## src/rtl/imem_loader_if.sv

```systemverilog
// imem_loader_if: load-stream handshake plus instruction-store write port and status flags
interface imem_loader_if #(
  parameter int d_width     = 8,
  parameter int i_adr_width = 10,
  parameter int w           = 46
);
  logic [d_width-1:0]     rx_data;
  logic                   rx_valid;
  logic                   rx_ready;
  logic [i_adr_width-1:0] imem_write_adr;
  logic                   imem_write;
  logic [w-1:0]           imem_in;
  logic                   busy;
  logic                   run;
  logic                   error;
  modport master (
    output rx_data, rx_valid,
    input  rx_ready, imem_write_adr, imem_write, imem_in, busy, run, error
  );
  modport slave (
    input  rx_data, rx_valid,
    output rx_ready, imem_write_adr, imem_write, imem_in, busy, run, error
  );
endinterface

```

## src/rtl/imem_loader.sv

```systemverilog
// imem_loader: byte-stream command parser that assembles instruction words and writes them to the instruction store
module imem_loader #(
  parameter int d_width       = 8,
  parameter int i_adr_width   = 10,
  parameter int i_width       = 23,
  parameter int i_buffer_size = 2
) (
  input  logic clk,
  input  logic reset,
  imem_loader_if.slave lb
);
  localparam int w  = i_buffer_size * i_width;
  localparam int nb = (w + d_width - 1) / d_width;
  localparam int iw = $clog2(nb);
  localparam logic [d_width-1:0] h_adr = 'hA5;
  localparam logic [d_width-1:0] h_cnt = 'h5A;
  localparam logic [d_width-1:0] h_run = 'h3C;
  typedef enum logic [2:0] {IDLE, ADR_LO, ADR_HI, COUNT, DATA, WRITE} state_t;
  state_t                     r_state, w_next;
  logic [i_adr_width-1:0]     r_adr, r_wadr;
  logic [d_width-1:0]         r_cnt;
  logic [iw-1:0]              r_idx;
  logic [(nb-1)*d_width-1:0]  r_asm;
  logic [w-1:0]               r_imem_in;
  logic                       r_run, r_err;
  logic                       w_acc, w_last;
  logic [w-1:0]               w_word;
  assign w_acc  = lb.rx_valid && lb.rx_ready;
  assign w_last = r_idx == iw'(nb - 1);
  assign w_word = w'({lb.rx_data, r_asm});
  assign lb.imem_write_adr = r_wadr;
  assign lb.imem_in        = r_imem_in;
  assign lb.run            = r_run;
  assign lb.error          = r_err;
  // state register; reset returns the parser to IDLE and drops any partial word
  always_ff @(posedge clk or negedge reset) begin
    if (!reset) r_state <= IDLE;
    else        r_state <= w_next;
  end
  // next-state and handshake/status outputs; rx_ready is held low while reset is asserted
  always_comb begin
    w_next        = r_state;
    lb.rx_ready   = reset && r_state != WRITE;
    lb.imem_write = r_state == WRITE;
    lb.busy       = r_state != IDLE;
    case (r_state)
      IDLE:    if (w_acc) w_next = lb.rx_data == h_adr ? ADR_LO : lb.rx_data == h_cnt ? COUNT : IDLE;
      ADR_LO:  if (w_acc) w_next = ADR_HI;
      ADR_HI:  if (w_acc) w_next = IDLE;
      COUNT:   if (w_acc) w_next = DATA;
      DATA:    if (w_acc && w_last) w_next = WRITE;
      WRITE:   w_next = r_cnt == '0 ? IDLE : DATA;
      default: w_next = IDLE;
    endcase
  end
  // datapath: address/count capture, little-endian word assembly, post-write address/count update
  always_ff @(posedge clk or negedge reset) begin
    if (!reset) begin
      r_adr     <= '0;
      r_wadr    <= '0;
      r_cnt     <= '0;
      r_idx     <= '0;
      r_asm     <= '0;
      r_imem_in <= '0;
      r_run     <= 1'b0;
      r_err     <= 1'b0;
    end else begin
      if (w_acc) begin
        case (r_state)
          IDLE: begin
            r_run <= lb.rx_data == h_run;
            r_err <= r_err || !(lb.rx_data == h_adr || lb.rx_data == h_cnt || lb.rx_data == h_run);
          end
          ADR_LO: r_adr[7:0] <= lb.rx_data[7:0];
          ADR_HI: r_adr[i_adr_width-1:8] <= lb.rx_data[i_adr_width-9:0];
          COUNT: begin
            r_cnt <= lb.rx_data;
            r_idx <= '0;
          end
          DATA: begin
            r_idx <= r_idx + 1'b1;
            if (w_last) begin
              r_imem_in <= w_word;
              r_wadr    <= r_adr;
            end else begin
              r_asm[r_idx*d_width +: d_width] <= lb.rx_data;
            end
          end
          default: ;
        endcase
      end
      if (r_state == WRITE) begin
        r_adr <= r_adr + 1'b1;
        r_cnt <= r_cnt - 1'b1;
        r_idx <= '0;
      end
    end
  end
endmodule

```

## src/flat_wrapper.sv

```systemverilog
// flat-port wrapper written by rule: the top's interface ports become plain ports
module imem_loader_flat 
#(
  parameter int d_width       = 8,
  parameter int i_adr_width   = 10,
  parameter int i_width       = 23,
  parameter int i_buffer_size = 2
)
  (clk, reset, lb_rx_data, lb_rx_valid, lb_rx_ready, lb_imem_write_adr, lb_imem_write, lb_imem_in, lb_busy, lb_run, lb_error);
  imem_loader_if #(.d_width(d_width), .i_adr_width(i_adr_width)) lb_i ();
  input  logic clk;
  input  logic reset;
  input wire logic [$bits(lb_i.rx_data)-1:0] lb_rx_data;
  input wire logic [$bits(lb_i.rx_valid)-1:0] lb_rx_valid;
  output wire logic [$bits(lb_i.rx_ready)-1:0] lb_rx_ready;
  output wire logic [$bits(lb_i.imem_write_adr)-1:0] lb_imem_write_adr;
  output wire logic [$bits(lb_i.imem_write)-1:0] lb_imem_write;
  output wire logic [$bits(lb_i.imem_in)-1:0] lb_imem_in;
  output wire logic [$bits(lb_i.busy)-1:0] lb_busy;
  output wire logic [$bits(lb_i.run)-1:0] lb_run;
  output wire logic [$bits(lb_i.error)-1:0] lb_error;
  assign lb_i.rx_data = lb_rx_data;
  assign lb_i.rx_valid = lb_rx_valid;
  assign lb_rx_ready = lb_i.rx_ready;
  assign lb_imem_write_adr = lb_i.imem_write_adr;
  assign lb_imem_write = lb_i.imem_write;
  assign lb_imem_in = lb_i.imem_in;
  assign lb_busy = lb_i.busy;
  assign lb_run = lb_i.run;
  assign lb_error = lb_i.error;
  imem_loader #(.d_width(d_width), .i_adr_width(i_adr_width), .i_width(i_width), .i_buffer_size(i_buffer_size)) u_core (.clk(clk), .reset(reset), .lb(lb_i));
endmodule
```

## config.mk

```make
export PLATFORM = sky130hd
export DESIGN_NAME = imem_loader_flat
export DESIGN_NICKNAME = d
export VERILOG_FILES = /design/src/rtl/imem_loader_if.sv /design/src/rtl/imem_loader.sv /design/src/flat_wrapper.sv
export SDC_FILE = /design/constraint.sdc
export NUM_CORES = 1
export LEC_CHECK = 0
export CORE_UTILIZATION = 48
export CTS_CLUSTER_SIZE = 8
export DETAILED_ROUTE_END_ITERATION = 8
export PLACE_DENSITY = 0.8
export SYNTH_ARGS = -nofsm -noshare
export SYNTH_HDL_FRONTEND = slang
export SYNTH_SLANG_ARGS = --single-unit
```

## constraint.sdc

```tcl
create_clock -name clk -period 2.7 [get_ports clk]
set_input_delay 0.54 -clock clk [delete_from_list [all_inputs] [get_ports clk]]
set_output_delay 0.54 -clock clk [all_outputs]
set_load 0.05 [all_outputs]
```

# Yosys cells after proc, flatten, opt, wreduce, memory -nomap -nowiden
# Cells that the tools add are included.
# W data, S select, Z words.
# op_classes
n_reduce_logical	23
n_eq_ne	15
n_shift	2
mux	20
n_addsub	4
bitwise	1
# op_table
operator	count
$bwmux W40	1
$shift A8 B34 Y40 const A	1
$shiftx A8 B34 Y40	1
$neg A6 Y34	1
$mux W8	4
$mux W3	9
$mux W10	2
$pmux W3 S6	1
$add A10 B1 Y10 const B	1
$ne A2 B1 Y1 const B	5
$reduce_and A2 Y1	5
$eq A3 B3 Y1 const B	3
$eq A8 B6 Y1 const B	1
$eq A8 B7 Y1 const B	1
$eq A8 B8 Y1 const B	1
$logic_not A8 Y1	1
$reduce_bool A2 Y1	4
$sub A8 B1 Y8 const B	1
$eq A3 B2 Y1 const B	2
$pmux W3 S2	1
$reduce_and A3 Y1	2
$reduce_bool A3 Y1	2
$reduce_and A5 Y1	1
$mux W2	2
other kinds (8)	12
# totals
regBits	122
output_inout_bits	61
elab_cells	75

# Logic depth before layout (Yosys ltp)
# Gate-level depths: netlist of the first run.
# logic_depth
ltp_word	6
mapped_depth	9

# Least setup slack after synthesis of the first run
# OpenSTA, ideal clock, no wires.
# synth_path
kind	register to register
startpoint	register u_core.r_idx[0]
endpoint	register u_core.r_asm[34]
synth_period_minus_slack_ns	2.408
stages_incl_launch_ff	10
path_slack_ns	0.292
t_arrival_ns	2.283
path_buffers	2
t_required_ns	2.575
setup_ns	0.125
path_cell_list	dfrtp_1 buf_2 inv_1 ha_1 ha_1 nor3b_1 o21ai_0 or3b_1 buf_6 mux2_4
# synth_via
elab_chain_cells	3
word_cells_on_any_way	7
# synth_lines
element	line_no	source
from (decl)	imem_loader.sv:22	logic [iw-1:0] r_idx;
from (signal assigned)	imem_loader.sv:81	r_idx <= r_idx + 1'b1;
$neg A6 Y34 / $eq A3 B3 Y1 (equally long branches)	imem_loader.sv:86, imem_loader.sv:29	
$shiftx A8 B34 Y40, or another cell as far along	imem_loader.sv:86	r_asm[r_idx*d_width +: d_width] <= lb.rx_data;
$bwmux W40 / $reduce_and A3 Y1 (equally long branches)	--	
to (signal, indexed assignment)	imem_loader.sv:86	
to (decl)	imem_loader.sv:23	logic [(nb-1)*d_width-1:0] r_asm;
# Parallel ways exist; a longest one is shown, timed or not.
# A chain may end at the register's enable or synchronous reset.

# Final worst setup path of the first run
# layout_path
startpoint	register u_core.r_idx[1]
endpoint	register u_core.r_asm[35]
# Same word-level chain as after synthesis.

==> results of run 1 <==
worst min-delay path by stage:
stage,start,endpoint,cells after the start
floorplan,reset,u_core.lb.error,0
global placement,u_core.r_asm[20],u_core.r_asm[20],1
detailed placement,u_core.r_asm[20],u_core.r_asm[20],1
CTS,reset,u_core.lb.run,2
global route,reset,u_core.r_state[0],2
finish,reset,u_core.r_state[0],2
registers in the layout, indices dropped and copies added (netlist names):
name / cells
u_core.r_state: 3
u_core.r_asm: 40
u_core.lb.imem_write_adr: 10
u_core.lb.imem_in: 46
u_core.r_cnt: 8
u_core.lb.run: 1
u_core.r_idx: 3
u_core.lb.error: 1
u_core.r_adr: 10
what timing repair did:
| action | CTS | global route |
|---|---|---|
| endpoints found under the hold margin | 0 | 0 |
| endpoints found under the setup margin | 0 | 13 |
| gates resized for setup | 0 | 3 |
cells by family (layout without fill, tap and decap cells):
logic type               count (synthesis)  count (layout)  synth area share, %
AND/OR/NAND/NOR                        123             123                 12.0
flip-flops                             122             122                 55.2
multiplexers                            98              98                 20.2
AO/OA/AOI/OAI                           64              64                 7.70
buffers and inverters                   41             142                 3.24
adder cells (fa/ha/maj)                  7               7                 1.58
power by group:
group / internal, W / switching, W
Clock: 0.00162 / 0.000800
Sequential: 0.00241 / 0.000406
Combinational: 0.00117 / 0.00174
Total: 0.00520 / 0.00295
cell usage in the layout, fill, tap and decap left out, types with 3 or more instances in the layout:
cell / count
a21o_1: 3
and3_1: 9
nand2_1: 19
clkinv_2: 3
o22ai_1: 10
buf_12: 4
o221a_2: 3
bufinv_16: 4
nand3b_1: 4
mux2_2: 85
o21ai_0: 10
nand2b_1: 8
dfrtp_1: 122
nand3_1: 11
clkdlybuf4s50_1: 68
nor2_1: 29
a21oi_1: 19
nor4_1: 6
buf_4: 21
mux2i_1: 7
clkbuf_16: 17
inv_1: 16
nand4_1: 5
clkbuf_8: 3
nor2b_1: 5
mux2_4: 6
nor3_1: 10
o22a_1: 3
ha_1: 7
critical path: stages, from the launching register on:
cell and delay (ns):
dfrtp_1 0.43, inv_1 0.12, ha_1 0.20, ha_1 0.37
nor3b_2 0.23, o21ai_0 0.16, or3b_4 0.52, mux2_4 0.33
stage by stage:
| stage | hold WS (ns) | instances | total power, W | util (%) |
|---|---|---|---|---|
| 2_1_floorplan | 0.244 | 455 | 0.00473 | - |
| 3_3_place_gp | 0.461 | 664 | 0.00560 | 59.1 |
| 3_5_place_dp | 0.469 | 664 | 0.00573 | 59.1 |
| 4_1_cts | 0.164 | 696 | 0.00818 | 64.8 |
| 5_1_grt | 0.168 | 696 | 0.00853 | 64.9 |
| 6_report | 0.168 | 696 | 0.00815 | 64.9 |
routing by layer:
| layer | track usage (%) | vias to the layer above | wire length, um |
|---|---|---|---|
| met5 | 0 | - | 0 |
| met3 | 5.69 | 13 | 601 |
| li1 | - | 1817 | - |
| met1 | 31.6 | 2026 | 5770 |
| met2 | 39.0 | 130 | 6360 |
| met4 | 7.52 | 0 | 122 |
cell usage after synthesis (all sizes together), types with 3 or more instances:
library cell and count:
buf 11, nand4 5, o22a 3, nor3 10, nor2 29, ha 7
a21o 3, inv 16, mux2i 7, nand3 12, clkbuf 13, nand3b 4
dfrtp 122, mux2 91, o21ai 10, o221a 3, and3 9, nor2b 5
nand2b 8, o22ai 10, nor4 6, a21oi 19, nand2 20
layout make-up:
type	count	area [sq um]	share of cell area (%)
Clock buffer	21	470	6.57
Clock inverter	11	168	2.34
Inverter	17	63.8	0.891
Multi-Input combinational cell	292	2310	32.3
Sequential cell	122	3050	42.6
Tap cell	140	175	2.45
Timing Repair Buffer	93	918	12.8
==> impl_results.md, run 1 <==
* Syn avg cell area at 12.1 sq um
* Slew Limit Headroom at 63.3%
* Pre-CTS setup slack at 0.0572 ns
* Crit end category: flip-flop
* Area Overhead vs Synth at 29.6%
* Clk buf depth at 2
* CTS hold repair buffers at 0
* Flop and latch count out of synthesis at 122
* Largest net degree at the start of global routing at 104
* Count of clock tree sinks at 122
* Peak supply drop at 0.697 mV
* Antenna diodes at 0
* Slew @ Worst Pin at 0.549 ns
* Post-Syn Instances at 455
* Setup-failing EPs final at 0
* Design area at 7160 sq um
* Core area at 11000 sq um
* Ys async rst share at 100%
* Die width at 109 um
* Synth top area cells: dfrtp_1 55%, mux2_2 17%, nor2_1 2.0%
* Cell taking the most area after synthesis: dfrtp_1
* Critical Path Source Type: flip-flop
* Setup bufs post-CTS at 0
* Layout fillers at 853
* Overflow left after global routing at 0
* Fmax at 405 MHz
* Clock buffer count from CTS at 17
* Post-synth top area share at 55.2%
* Period minus WS final at 2.47 ns
* GRT Resource Usage Total at 23.9%
* PortBufs at 71
* DRT iter0 DRCs at 217
* R2R cell count at 7
* Critical path class: flip-flop to flip-flop
* Cell variety after synth at 52
* Hold Fails Final Rpt at 0
* Critical Path AT at 2.75 ns
* I/O pins at 72
* DP Area at 6520 sq um
* Hold Path Class: input port to async pin
* Nets at 561
* Wirelength, routed at 12900 um
* R2R Setup Slk at 0.23 ns
* Clock transition at the registers of the reported paths at 0.06 ns
* Synth Net Count at 473
* Gp weighted congestion at 0.826
* Post-Syn Area at 5530 sq um
* Die Height at 109 um
* Clk Latency, worst-skew pair at 0.41 ns
* Ys flop type: dfrtp_1
* Number of synthesized flops with an enable pin at 0
* Initial DRT Pass Iterations at 5
* Post-synthesis sequential area ratio at 55.2%
* Final worst path period share at 91.4%
* # rows at 38
* Max Clock Skew at 0.0106 ns
* Global-route wire length before repair at 21200 um
* TNS Setup at 0 ns
* End of the critical path: u_core.r_asm[35]
* Final ANT Viol Nets at 0
* Worst path required time at 2.98 ns
* H-tree level count at 4
* Die area at 11900 sq um
* Power density over the cells at 1140 nW/um^2
* Static leakage at 3.31 nW
* CP Launch Point: u_core.r_idx[1]
* Synthesis Warnings at 0
* Maximum Capacitance Violations at 0
* Crit Path Max Fanout at 8
* RSZ-0062 raised after global routing: false
* DRC violations left at 0
* Worst reg2reg endpoint: u_core.r_asm[35]
* Routed vias at 3986
* Root Buffer: clkbuf_16
* Status: finished, final reports clean
* Final Slew Violations at 0
* Ratio of cells with drive above 1 in the final layout at 28.8%
* CTS tree: yes
* R2r startpoint: u_core.r_idx[1]
* Starting Density at 50.1%
* DR WL/cell at 18.5 um
* Vias/cell at 5.73
* Final HPWL DP at 8700 um
* Number of global-route vias before repair at 4063
* Fin worst setup slack at 0.231 ns
* Initial antenna violation count at 0
No activity file was read; power rests on OpenSTA's default activity.
==> run 2: changes to the inputs <==
--- a/config.mk
+++ b/config.mk
@@ -5,10 +5,13 @@
 export SDC_FILE = /design/constraint.sdc
 export NUM_CORES = 1
 export LEC_CHECK = 0
-export CORE_UTILIZATION = 48
+export CELL_PAD_IN_SITES_DETAIL_PLACEMENT = 1
+export CELL_PAD_IN_SITES_GLOBAL_PLACEMENT = 1
+export CORE_MARGIN = 1.5
+export CORE_UTILIZATION = 44
 export CTS_CLUSTER_SIZE = 8
 export DETAILED_ROUTE_END_ITERATION = 8
-export PLACE_DENSITY = 0.8
+export PLACE_DENSITY = 0.88
 export SYNTH_ARGS = -nofsm -noshare
 export SYNTH_HDL_FRONTEND = slang
 export SYNTH_SLANG_ARGS = --single-unit
==> run 2 against run 1 <==
  * Utilization fell by 6.4 points
  * Hold slack improved by 0.33 ns
  * Power decreased by 3.8%
  * Largest power group unchanged
==> impl_results.md, run 2 (synthesis gave the netlist of run 1 again) <==
* Status: finished, final reports clean
* Nets at 563
* PortBufs at 71
* Finished Layout Cells at 723
* Initial antenna violation count at 0
* Max FFs per register at 46
* # rows at 40
* Most frequent cells in the layout: 122 x dfrtp_1, 85 x mux2_2, 68 x clkdlybuf4s50_1
* Core area at 12100 sq um
* Final worst path period share at 97.3%
* Final Slew Violations at 0
* Die width at 115 um
* Hold Path Class: flip-flop to flip-flop
* R2r startpoint: u_core.r_idx[1]
* Hold path start: u_core.lb.imem_in[22]
* Final ANT Viol Nets at 0
* Most common cell after layout, fill and taps aside: dfrtp_1
* Critical Path Max Stage Delay at 0.81 ns
* Routed vias at 3996
* Fmax at 380 MHz
* DRT iter0 DRCs at 198
* Crit path cell chain: inv_1 > nand2_1 > clkdlybuf4s50_1
* Critical Path Source Type: flip-flop
* Static leakage at 3.26 nW
* Starting Density at 45.6%
* Max Clock Skew at 0.00738 ns
* GRT Resource Usage Total at 24.2%
* Worst path required time at 2.16 ns
* Vias/cell at 5.53
* Setup-failing EPs final at 0
* Root Buffer: clkbuf_16
* Ratio of cells with drive above 1 in the final layout at 27.9%
* DP Cell Count at 693
* Power density over the cells at 1100 nW/um^2
* Slew Limit Headroom at 53.0%
* Die Height at 115 um
* Largest net degree at the start of global routing at 56
* Peak supply drop at 0.552 mV
* Die area at 13200 sq um
* Initial DRT Pass Iterations at 4
* Crit Path Max Fanout at 10
* TNS Setup at 0 ns
* Critical path class: flip-flop to output pin
* Layout fillers at 1239
* CTS tree: yes
* Clock transition at the registers of the reported paths at 0.05 ns
* Gp weighted congestion at 0.855
* Count of clock tree sinks at 122
* Clk buf depth at 2
* Critical Path AT at 2.09 ns
* Clk Latency, worst-skew pair at 0.41 ns
* I/O pins at 72
* Slew @ Worst Pin at 0.705 ns
* Util after Layout at 58.6%
* Maximum Capacitance Violations at 0
* DR WL/cell at 20.3 um
* Area Overhead vs Synth at 28.3%
* CP Launch Point: u_core.r_state[2]
* Wirelength, routed at 14700 um
* H-tree level count at 4
* Antenna diodes at 0
* Clock buffer count from CTS at 17
* Final HPWL DP at 10200 um
* Hold Fails Final Rpt at 0
* Crit end category: output pin
* DRC violations left at 0
* CP delay by family, top: buffers and inverters
* Period minus WS final at 2.63 ns
* Worst path buffer plus inverter count at 2
* Global-route wire length before repair at 23900 um
* Number of global-route vias before repair at 4402
* Slowest-stage cell, CP: clkdlybuf4s50_1
* Overflow left after global routing at 0
run 2: through the flow:
step / power [W] / hold WS [ns] / worst slack (ns) / cell area [sq um]
after global placement: 0.00563 / 0.390 / 0.163 / 6550
after global routing: 0.00821 / 0.516 / -0.0200 / 7090
after floorplan: 0.00473 / 0.244 / 0.292 / 5530
final: 0.00784 / 0.502 / 0.0718 / 7090
after detailed placement: 0.00582 / 0.397 / 0.0194 / 6550
after CTS: 0.00786 / 0.503 / 0.0820 / 7070
run 2: final timing paths:
| path | to | slack (ns) | depth (start not counted) |
|---|---|---|---|
| worst max-delay path | lb_busy | 0.07 | 3 |
| max in group asynchronous | u_core.lb.imem_in[28] | 0.59 | 4 |
| worst max register to register | u_core.r_asm[39] | 0.17 | 7 |
| worst min register to register | u_core.lb.imem_in[22] | 0.50 | 1 |
| min in group asynchronous | u_core.r_adr[1] | 0.55 | 2 |
| worst min-delay path | u_core.lb.imem_in[22] | 0.50 | 1 |
run 2: final cells by class:
type	instances	area [sq um]	area share, %
inverters	17	63.8	0.899
flip-flops and latches	122	3050	43.0
clock buffers	26	499	7.04
clock inverters	3	15.0	0.212
well taps	168	210	2.96
multi-input cells	292	2330	32.8
repair buffers	95	923	13.0
run 2: worst reg2reg max path, delay by kind of cell, from the launching register on:
family          cells  cell delay, ns
compound gates      1            0.17
fa+ha+maj           2            0.62
buf+inv             1            0.15
flops               1            0.44
mux                 1            0.33
simple gates        2            0.71
run 2: what timing repair did:
item / in CTS / in global routing
hold buffers: 1 / 0
gates resized for setup: 1 / 4
pin swaps: 0 / 1
hold endpoints to repair: 6 / 0
setup endpoints to repair: 6 / 14
gates cloned: 0 / 0
buffers inserted: 0 / 0
run 2: metal layers:
| metal | track usage [%] | wire length (um) | vias to the layer above |
|---|---|---|---|
| li1 | - | - | 1815 |
| met1 | 30.2 | 6330 | 2066 |
| met2 | 41.7 | 7540 | 97 |
| met3 | 5.48 | 561 | 18 |
| met4 | 8.31 | 217 | 0 |
| met5 | 0 | 0 | - |
run 2: power by group:
group / internal [W] / switching (W) / total, W
registers: 0.00242 / 0.000435 / 0.00285
clock network: 0.00125 / 0.000749 / 0.00200
logic: 0.00119 / 0.00180 / 0.00299
==> run 3: changes to the inputs <==
--- a/config.mk
+++ b/config.mk
@@ -7,9 +7,9 @@
 export LEC_CHECK = 0
 export CELL_PAD_IN_SITES_DETAIL_PLACEMENT = 1
 export CELL_PAD_IN_SITES_GLOBAL_PLACEMENT = 1
-export CORE_MARGIN = 1.5
+export CORE_MARGIN = 2
 export CORE_UTILIZATION = 44
-export CTS_CLUSTER_SIZE = 8
+export CTS_CLUSTER_SIZE = 20
 export DETAILED_ROUTE_END_ITERATION = 8
 export PLACE_DENSITY = 0.88
 export SYNTH_ARGS = -nofsm -noshare
==> run 3 against run 2 <==
  * Final cell count rose by 0.28%
  * Sequential cell count unchanged
  * Register-to-register slack improved by 0.03 ns
  * Non-clock buffer count shrank 1
  * Highest routed layer unchanged
==> impl_results.md, run 3 (synthesis gave the netlist of run 1 again) <==
* # rows at 40
* Layout fillers at 1226
* Worst path required time at 2.99 ns
* DRT iter0 DRCs at 189
* Slew Limit Headroom at 49.9%
* Period minus WS final at 2.50 ns
* CTS tree: yes
* Hold path start: u_core.r_asm[20]
* GRT Resource Usage Total at 25.3%
* Routed vias at 4152
* Final Slew Violations at 0
* Area Overhead vs Synth at 30.4%
* Most frequent cells in the layout: 122 x dfrtp_1, 85 x mux2_2, 68 x clkdlybuf4s50_1
* Setup-failing EPs final at 0
* Peak supply drop at 0.633 mV
* Root Buffer: clkbuf_16
* Util after Layout at 59.3%
* Worst reg2reg endpoint: u_core.r_asm[18]
* Die width at 116 um
* Initial DRT Pass Iterations at 4
* Initial antenna violation count at 0
* Slew @ Worst Pin at 0.751 ns
* Power density over the cells at 1170 nW/um^2
* Clock transition at the registers of the reported paths at 0.06 ns
* RSZ-0062 raised after global routing: false
* Fmax at 401 MHz
* Overflow left after global routing at 0
* R2R Setup Slk at 0.20 ns
* Hold Path End: u_core.r_asm[20]
* Count of clock tree sinks at 122
* Global-route wire length before repair at 25300 um
* Clock buffer count from CTS at 17
* Clk buf depth at 2
* Maximum Capacitance Violations at 0
* DRC violations left at 0
* Worst hold slack at 0.492 ns
* Final ANT Viol Nets at 0
* TNS Setup at 0 ns
* Nets at 562
* Clk Latency, worst-skew pair at 0.42 ns
* I/O pins at 72
* Wirelength, routed at 15600 um
* Multi-input gate area at 2310 sq um
* R2R cell count at 8
* Antenna diodes at 0
* Hold Path Class: flip-flop to flip-flop
* Sequential cell area at 3050 sq um
* DR WL/cell at 21.6 um
* Number of global-route vias before repair at 4638
* Max Clock Skew at 0.00811 ns
* Pwr Total at 0.00841 W
* Crit end category: flip-flop
* Critical Path AT at 2.79 ns
* Core area at 12200 sq um
* Final worst path period share at 92.4%
* Cells on Worst Hold Path at 1
* Gp weighted congestion at 0.834
* Static leakage at 3.32 nW
* Die area at 13500 sq um
* PortBufs at 71
* Critical path class: flip-flop to flip-flop
* Ratio of cells with drive above 1 in the final layout at 28.4%
* Critical Path Source Type: flip-flop
* Max FFs per register at 46
* Die Height at 116 um
* Largest net degree at the start of global routing at 61
* Starting Density at 45.5%
* Hold Fails Final Rpt at 0
* Most common cell after layout, fill and taps aside: dfrtp_1
* Crit Path Max Fanout at 8
* Status: finished, final reports clean
* Final HPWL DP at 10200 um
* Vias/cell at 5.73
* H-tree level count at 4
* R2r startpoint: u_core.r_idx[1]
==> run 3: cell count changes in the layout (fill, tap and decap cells not counted), moves of 2 or more <==
cell | previous run | this run
clkinvlp_4 | 0 | 2
clkinv_4 | 0 | 2
clkinv_2 | 3 | 1
bufinv_16 | 0 | 5
clkbuf_1 | 5 | 1
==> run 3: worst max-delay path by stage <==
stage,cells past startpoint,end,slack [ns],startpoint
global route,8,u_core.r_asm[18],0.06,u_core.r_idx[1]
CTS,7,u_core.r_asm[38],0.09,u_core.r_idx[1]
finish,8,u_core.r_asm[18],0.20,u_core.r_idx[1]
detailed placement,5,u_core.r_asm[38],0.03,lb_rx_valid
global placement,5,u_core.r_asm[38],0.11,lb_rx_valid
floorplan,9,u_core.r_asm[34],0.29,u_core.r_idx[0]
==> run 3: worst max-delay path: stages (launching register included) <==
cell and delay, ns:
dfrtp_1 0.43, inv_1 0.12, ha_1 0.20, ha_1 0.30, buf_4 0.14, nand2_1 0.09, a2111oi_2 0.42, nand2_1 0.31
mux2_2 0.36
==> run 3: cell type report <==
type	count	share of cell area, %
multi-input combinational	292	32.0
inverter	17	0.885
clock buffer	22	6.72
tap	168	2.92
timing repair buffer	94	12.5
sequential	122	42.3
clock inverter	10	2.60
==> run 3: per-layer routing <==
metal / part of all wire, % / up-vias / global-route usage [%]
met5: 0 / - / 0
li1: - / 1829 / -
met1: 41 / 2144 / 30.2
met3: 4.2 / 42 / 6.17
met2: 52 / 137 / 44.0
met4: 3.1 / 0 / 10.0
==> run 3: power breakdown <==
group	internal [W]	switching, W	total, W
Sequential	0.00241	0.000426	0.00284
Combinational	0.00118	0.00182	0.00301
Clock	0.00174	0.000831	0.00257
==> run 3: repair_timing <==
action                                 4_1_cts  5_1_grt
endpoints found under the hold margin        9        0
hold buffers                                 1        0
setup buffers                                0        0
resized for setup                            0        1
setup endpoints to repair                    0        6
==> run 3: per-stage QoR <==
stage               std cells  worst slack (ns)  instance area [sq um]
floorplan                 455             0.292                   5530
global placement          692             0.110                   6530
detailed placement        692            0.0319                   6530
CTS                       725            0.0880                   7210
global route              725            0.0567                   7210
finish                    725             0.205                   7210
